**src/rtl/seg_scan_if.sv**
```systemverilog
// Host-side bus of the display scan controller: register writes and display controls in,
// multiplexed digit strobes and decoder drive out.
interface seg_scan_if;
  logic       wr_en;
  logic [1:0] wr_addr;
  logic [3:0] wr_data;
  logic [3:0] dig_mask;
  logic       lz_blank;
  logic [3:0] code;
  logic       code_en;
  logic [3:0] dig_sel;
  logic       frame;

  modport master (
    output wr_en, wr_addr, wr_data, dig_mask, lz_blank,
    input  code, code_en, dig_sel, frame
  );

  modport slave (
    input  wr_en, wr_addr, wr_data, dig_mask, lz_blank,
    output code, code_en, dig_sel, frame
  );
endinterface

```
**src/rtl/seg_scan_ctrl.sv**
```systemverilog
// Four-digit multiplexed 7-segment scan controller. Each digit slot lasts TICK_DIV cycles,
// the first of which drives guard (all-dark) outputs to avoid ghosting between digits.
module seg_scan_ctrl #(
  parameter int TICK_DIV = 4  // legal range 2..65535
) (
  input  logic        clk,
  input  logic        rst_n,
  seg_scan_if.slave   bus
);
  localparam int CW = (TICK_DIV > 2) ? $clog2(TICK_DIV) : 1;

  typedef enum logic {GUARD = 1'b0, SHOW = 1'b1} state_t;

  logic [3:0][3:0] regs;
  logic [CW-1:0]   cnt;
  logic [1:0]      idx;
  logic            tick;
  state_t          state, state_nxt;
  logic [3:0]      zero_up;
  logic            blank;

  logic [3:0] dig_sel_d, code_d;
  logic       code_en_d, frame_d;
  logic [3:0] dig_sel_q, code_q;
  logic       code_en_q, frame_q;

  // Digit register file
  always_ff @(posedge clk or negedge rst_n) begin
    if (!rst_n)          regs <= '0;
    else if (bus.wr_en)  regs[bus.wr_addr] <= bus.wr_data;
  end

  // Prescaler and digit index
  assign tick = (cnt == CW'(TICK_DIV - 1));

  always_ff @(posedge clk or negedge rst_n) begin
    if (!rst_n) begin
      cnt <= '0;
      idx <= '0;
    end else begin
      cnt <= tick ? '0 : cnt + CW'(1);
      if (tick) idx <= idx + 2'd1;
    end
  end

  // zero_up[i]: every register from digit i up to the top digit holds zero
  assign zero_up[3] = (regs[3] == 4'h0);
  for (genvar i = 0; i < 3; i++) begin : g_zero
    assign zero_up[i] = zero_up[i+1] & (regs[i] == 4'h0);
  end

  assign blank = bus.lz_blank & (idx != 2'd0) & zero_up[idx];

  // FSM: state register
  always_ff @(posedge clk or negedge rst_n) begin
    if (!rst_n) state <= GUARD;
    else        state <= state_nxt;
  end

  // FSM: next state
  always_comb begin
    state_nxt = state;
    if (tick)                state_nxt = GUARD;
    else if (state == GUARD) state_nxt = SHOW;
  end

  // FSM: output values to load at this edge, from pre-edge state
  always_comb begin
    dig_sel_d = '0;
    code_d    = '0;
    code_en_d = 1'b0;
    frame_d   = tick & (idx == 2'd3);
    if (state == SHOW) begin
      dig_sel_d = 4'b0001 << idx;
      code_d    = regs[idx];
      code_en_d = bus.dig_mask[idx] & ~blank;
    end
  end

  always_ff @(posedge clk or negedge rst_n) begin
    if (!rst_n) begin
      dig_sel_q <= '0;
      code_q    <= '0;
      code_en_q <= 1'b0;
      frame_q   <= 1'b0;
    end else begin
      dig_sel_q <= dig_sel_d;
      code_q    <= code_d;
      code_en_q <= code_en_d;
      frame_q   <= frame_d;
    end
  end

  assign bus.dig_sel = dig_sel_q;
  assign bus.code    = code_q;
  assign bus.code_en = code_en_q;
  assign bus.frame   = frame_q;
endmodule

```
**src/flat_wrapper.sv**
```systemverilog
// flat-port wrapper written by rule: the top's interface ports become plain ports
module seg_scan_ctrl_flat 
#(
  parameter int TICK_DIV = 4                         
)
  (clk, rst_n, bus_wr_en, bus_wr_addr, bus_wr_data, bus_dig_mask, bus_lz_blank, bus_code, bus_code_en, bus_dig_sel, bus_frame);
  seg_scan_if bus_i ();
  input  logic clk;
  input  logic rst_n;
  input wire logic [$bits(bus_i.wr_en)-1:0] bus_wr_en;
  input wire logic [$bits(bus_i.wr_addr)-1:0] bus_wr_addr;
  input wire logic [$bits(bus_i.wr_data)-1:0] bus_wr_data;
  input wire logic [$bits(bus_i.dig_mask)-1:0] bus_dig_mask;
  input wire logic [$bits(bus_i.lz_blank)-1:0] bus_lz_blank;
  output wire logic [$bits(bus_i.code)-1:0] bus_code;
  output wire logic [$bits(bus_i.code_en)-1:0] bus_code_en;
  output wire logic [$bits(bus_i.dig_sel)-1:0] bus_dig_sel;
  output wire logic [$bits(bus_i.frame)-1:0] bus_frame;
  assign bus_i.wr_en = bus_wr_en;
  assign bus_i.wr_addr = bus_wr_addr;
  assign bus_i.wr_data = bus_wr_data;
  assign bus_i.dig_mask = bus_dig_mask;
  assign bus_i.lz_blank = bus_lz_blank;
  assign bus_code = bus_i.code;
  assign bus_code_en = bus_i.code_en;
  assign bus_dig_sel = bus_i.dig_sel;
  assign bus_frame = bus_i.frame;
  seg_scan_ctrl #(.TICK_DIV(TICK_DIV)) u_core (.clk(clk), .rst_n(rst_n), .bus(bus_i));
endmodule
```
**config.mk**
```make
export PLATFORM = sky130hd
export DESIGN_NAME = seg_scan_ctrl_flat
export DESIGN_NICKNAME = d
export VERILOG_FILES = /design/src/rtl/seg_scan_if.sv /design/src/rtl/seg_scan_ctrl.sv /design/src/flat_wrapper.sv
export SDC_FILE = /design/constraint.sdc
export NUM_CORES = 1
export LEC_CHECK = 0
export ABC_CLOCK_PERIOD_IN_PS = 1700
export CAP_MARGIN = 20
export CORE_MARGIN = 2
export CORE_UTILIZATION = 30
export DETAILED_ROUTE_END_ITERATION = 6
export SLEW_MARGIN = 30
export SYNTH_ARGS = -nofsm -noshare
export SYNTH_HDL_FRONTEND = slang
export SYNTH_SLANG_ARGS = --single-unit
```
**constraint.sdc**
```tcl
create_clock -name clk -period 1.7 [get_ports clk]
set_input_delay 0.34 -clock clk [delete_from_list [all_inputs] [get_ports clk]]
set_output_delay 0.34 -clock clk [all_outputs]
set_load 0.03 [all_outputs]
```
# Yosys cells after proc, flatten, opt, wreduce, memory -nomap -nowiden

Cells that the tools add are included.

Flip-flop bits (word level): 31
Bits of input ports: 14
Output and inout port bits: 10

Add/sub/neg operators: 2
Magnitude comparators: 3
Eq/ne operators: 2
Shift operators: 1
Muxes and demuxes: 14
Bitwise logic cells: 8
Reduce and logical (&&, ||, !) cells: 6

Operators with widths:

| kind                                                              | number |
|---|---|
| bitwise mux 16 bit                                                | 1 |
| logical NOT 4 bit                                                 | 4 |
| two-way mux 4 bit                                                 | 4 |
| binary-select mux 4 bit (select 2 bit)                            | 1 |
| demux 4 bit (select 2 bit)                                        | 1 |
| bitwise AND 1 bit                                                 | 7 |
| less-than comparator 2 x 3 -> 1 bit, second input constant        | 2 |
| adder 2 x 1 -> 2 bit, second input constant                       | 2 |
| binary-select mux 1 bit (select 2 bit)                            | 2 |
| equality test 2 bit, second input constant                        | 2 |
| two-way mux 1 bit                                                 | 4 |
| left shift 1 x 2 -> 4 bit, first input constant                   | 1 |
| greater-or-equal comparator 2 x 1 -> 1 bit, second input constant | 1 |
| two-way mux 2 bit                                                 | 1 |
| nonzero test 2 bit                                                | 1 |
| logical AND 1 bit                                                 | 1 |
| NOT 1 bit                                                         | 1 |

# Logic depth before layout (Yosys ltp)

Depth after elaboration: 10
Gate-level depth with buffers: 6
Mapped depth without buffers: 5

# Worst setup path after synthesis

OpenSTA, ideal clock, no wires.

Path type: reg-to-reg
Start: register u_core.idx[0]
End: register u_core.code_en_q, in the netlist u_core.bus.code_en
Setup time: 0.126 ns
Arrival time: 1.383 ns
Data required time: 1.574 ns
Setup slack: 0.191 ns
Cell stages (with the launch flop): 7
Buffers on the path: 1
Period minus slack after synthesis: 1.509 ns
Cell sequence: dfrtp_1 -> buf_6 -> inv_1 -> ha_1 -> nor4_1 -> nand3b_1 -> o311a_1

Word-level cells in the longest chain between the ends: 6
Elaborated cells on any way between the ends: 10
Classes of those cells: mux (5); bitwise (4); reduce/logical (1)

RTL lines:

| element                                                                      | RTL line            | text |
|---|---|---|
| start, declared                                                              | seg_scan_ctrl.sv:16 | `logic [1:0] idx;` |
| start signal, assigned                                                       | seg_scan_ctrl.sv:42 | `if (tick) idx <= idx + 2'd1;` |
| binary-select mux 1 bit (select 2 bit) or nonzero test 2 bit (tied branches) | seg_scan_ctrl.sv:52 | `assign blank = bus.lz_blank & (idx != 2'd0) & zero_up[idx];` |
| two-way mux 1 bit (not written as such) or bitwise AND 1 bit (tied branches) | seg_scan_ctrl.sv:52 |  |
| bitwise AND 1 bit                                                            | seg_scan_ctrl.sv:52 |  |
| NOT 1 bit                                                                    | seg_scan_ctrl.sv:76 | `code_en_d = bus.dig_mask[idx] & ~blank;` |
| bitwise AND 1 bit (*)                                                        | seg_scan_ctrl.sv:76 |  |
| two-way mux 1 bit (*)                                                        | seg_scan_ctrl.sv:73 | `if (state == SHOW) begin` |
| via u_core.code_en_d                                                         | seg_scan_ctrl.sv:23 | `logic code_en_d, frame_d;` |
| end signal, assigned                                                         | seg_scan_ctrl.sv:89 | `code_en_q <= code_en_d;` |
| end, declared                                                                | seg_scan_ctrl.sv:25 | `logic code_en_q, frame_q;` |

The timed path passes the listed nets; every way through them passes the cells marked *. The select of a mux whose other input is x is not followed.
A chain may end at the register's enable or synchronous reset.

# Final worst setup path

Start: register u_core.code_q[0], in the netlist u_core.bus.code[0]
End: output port bus_code[0]

RTL lines:

| element                | RTL line            | text |
|---|---|---|
| start, declared        | seg_scan_ctrl.sv:24 | `logic [3:0] dig_sel_q, code_q;` |
| start signal, assigned | seg_scan_ctrl.sv:88 | `code_q <= code_d;` |
| end, declared          | flat_wrapper.sv:15  | `output wire logic [$bits(bus_i.code)-1:0] bus_code;` |

No word-level cell between the ends.

==> impl_metrics.csv <==
group,metric,value,unit
cells_and_area,fillCellCount,406,
synth,synth_edf_count,0,
sta,fin_ws,0.0881,ns
worst_setup_path,critPathTopFamily,"buffers and inverters",
route,via_per_inst,4.62,
synth,yosysTopAreaCellShare,0.580,
floorplan,placementRows,24,
global_route,track_usage,0.112,
clock_network,htree_levels,2,
clock_network,cts_hold_buf,0,
power_and_ir_drop,p_seq_frac,0.549,
clock_network,post-cts-setup-buffers,0,
worst_setup_path,worst_setup_path_end_kind,"primary output",
synth,yosysMostFrequentCell,"dfrtp_1",
synth,synth_top_cell_by_area,"dfrtp_1",
sta,post-route-period-util,0.948,
power_and_ir_drop,p_sw,366,uW
run_status,outcome,"complete, no violations",
worst_setup_path,cp_slowest_cell,"clkdlybuf4s50_1",
sta,skew,0.00204,ns
power_and_ir_drop,swShare,0.228,
cells_and_area,layout-drive-gt1-share,0.161,
power_and_ir_drop,powerDensity,931,nW/um^2
sta,hold_viol,0,
floorplan,dieWidth,70.8,um
worst_setup_path,required,1.36,ns
route,via_count,785,
route,wl_per_cell,14.5,um
worst_setup_path,cp_max_fo,1,
synth,yosysWarnings,0,
clock_network,cts.sinks,31,
floorplan,die_h,70.8,um
power_and_ir_drop,p_comb_frac,0.108,
floorplan,design.portCount,24,
cells_and_area,nets,137,
synth,synth_ff_type,"dfrtp_1",
worst_setup_path,arrival,1.27,ns
cells_and_area,antennaDiodeCount,0,
placement,port_buffers,23,
worst_setup_path,crit_cells,1,
global_route,grt_pass1_vias,864,
worst_hold_path,min_path_cells,1,
route,drc_errors,0,
synth,netlist_area,1340,um^2
sta,holdWs,0.422,ns
clock_network,numCtsBuffers,5,
global_route,grt_pass1_wl,4.24,mm
route,drtIter0Drc,18,
clock_network,cts_buffer_depth,2,
placement,gp_congestion,0.743,
placement,dp_hpwl,1.90,mm
sta,max_freq,620,MHz
route,final_antenna_net_count,0,
clock_network,cts_resized,0,
worst_setup_path,crit_type,"reg2out",
synth,syn_nets,106,
synth,synthCells,87,
synth,ys_ff_latch,31,
sta,drv_slew,0,
synth,ys_seq_area_frac,0.580,
route,drtPass1Iterations,4,
global_route,antenna_found_initial,0,
floorplan,start_util,0.309,
power_and_ir_drop,p_int,1.24,mW
worst_setup_path,crit_buf_inv,1,
sta,relSlewSlack,0.752,
sta,post-route-min-period,1.61,ns
clock_network,cts-root-buf,"clkbuf_8",
route,drt_wl_total,2.47,mm
power_and_ir_drop,clkPwrFrac,0.343,
sta,tightestPinTransition,0.371,ns
clock_network,clk_latency,0.27,ns
clock_network,cts_tree,"yes",
synth,synthTopCellsByArea,"dfrtp_1, mux2_1, mux4_2",
power_and_ir_drop,peakVddDrop,250,uV
floorplan,core-area,4320,um^2
synth,async_flop_share,1.00,
global_route,grt_overflow,0,
synth,postSynthAreaPerCell,15.4,um^2
worst_setup_path,critical-path-max-stage-delay,0.67,ns
sta,setup_viol_count_final,0,
placement,place_ws,-0.0300,ns
worst_hold_path,hold_path_class,"reg2reg",
clock_network,path_clk_slew,0.06,ns
cells_and_area,areaGrowthSynthToFinish,29.1,%
worst_setup_path,path_cells,"clkdlybuf4s50_1",
sta,grt_setup_unrepaired,"false",
flow_run,maxCapViolCount,0,
synth,ys_types,21,
worst_setup_path,ff2ff_path_depth,5,
global_route,grt_max_degree,32,
power_and_ir_drop,leakage,0.733,nW
floorplan,dieArea,5010,um^2
worst_setup_path,startpoint_type,"flop",
synth,ys_top_cells_by_count,"dfrtp_1, mux2_1, and2_1, ha_1, mux4_2",
[layout by cell type, fill, tap and decap left out, drive strengths merged, types with 2 or more instances in the layout]
cell	instances
mux4	5
mux2	16
ha	5
dfrtp	31
and2	9
clkdlybuf4s50	23
nand3b	3
clkbuf	6
buf	3
a21oi	2
inv	3
nor4	3
[state kept, by name (all words and copies together) (netlist names)]
name / cells
u_core.regs: 16
u_core.bus.code: 4
u_core.bus.dig_sel: 4
u_core.cnt: 2
u_core.idx: 2
u_core.bus.code_en: 1
u_core.bus.frame: 1
u_core.state: 1
[worst paths after layout]
path / start / end / slack (ns)
max: u_core.bus.code[0] / bus_code[0] / 0.09
min: u_core.cnt[0] / u_core.cnt[0] / 0.42
max reg2reg: u_core.idx[1] / u_core.bus.code_en / 0.27
min reg2reg: u_core.cnt[0] / u_core.cnt[0] / 0.42
max in group asynchronous: rst_n / u_core.regs[8] / 0.98
min in group asynchronous: rst_n / u_core.bus.frame / 0.46
[stage by stage]
stage               std cells  utilization  power [mW]  cell area, um^2  TNS (ns)
finish                    170        0.399        1.61             1730         0
floorplan                  87            -       0.975             1340         0
global route              170        0.399        1.69             1730         0
CTS                       170        0.399        1.63             1730         0
global placement          163        0.379        1.06             1640         0
detailed placement        163        0.379        1.07             1640   -0.0895
[metal layers]
layer,up-vias,GRT usage,part of all wire
met2,20,0.186,0.51
met5,-,0,0
met1,385,0.131,0.43
met3,5,0.0271,0.039
li1,375,-,-
met4,0,0.0692,0.023
[power by group through the flow]
stage | Clock (mW) | Sequential [mW] | Combinational (mW)
after global placement | 0 | 0.893 | 0.168
after CTS | 0.574 | 0.881 | 0.178
after detailed placement | 0 | 0.894 | 0.178
after global routing | 0.603 | 0.891 | 0.194
final | 0.552 | 0.882 | 0.173
after floorplan | 0 | 0.868 | 0.107
[kinds of logic after synthesis]
logic type,count (synthesis),share of synthesized area
simple gates,19,0.0963
compound gates,5,0.0309
flops,31,0.580
buf+inv,5,0.0206
xor+xnor,1,0.00655
mux,21,0.219
fa+ha+maj,5,0.0468
[cell type report]
type / count / area (um^2) / area share
Sequential cell: 31 / 776 / 0.449
Clock inverter: 1 / 5.00 / 0.00290
Multi-Input combinational cell: 51 / 534 / 0.309
Clock buffer: 6 / 82.6 / 0.0478
Timing Repair Buffer: 26 / 253 / 0.146
Inverter: 3 / 11.3 / 0.00652
Tap cell: 52 / 65.1 / 0.0377
[worst register-to-register path, cell delays in order, from the launching register on]
cell and delay, ns:
dfrtp_1 0.37, inv_2 0.07, ha_1 0.19, nor4_1 0.27, nand3b_1 0.10, o311a_1 0.31
No activity file was read; power rests on OpenSTA's default activity.
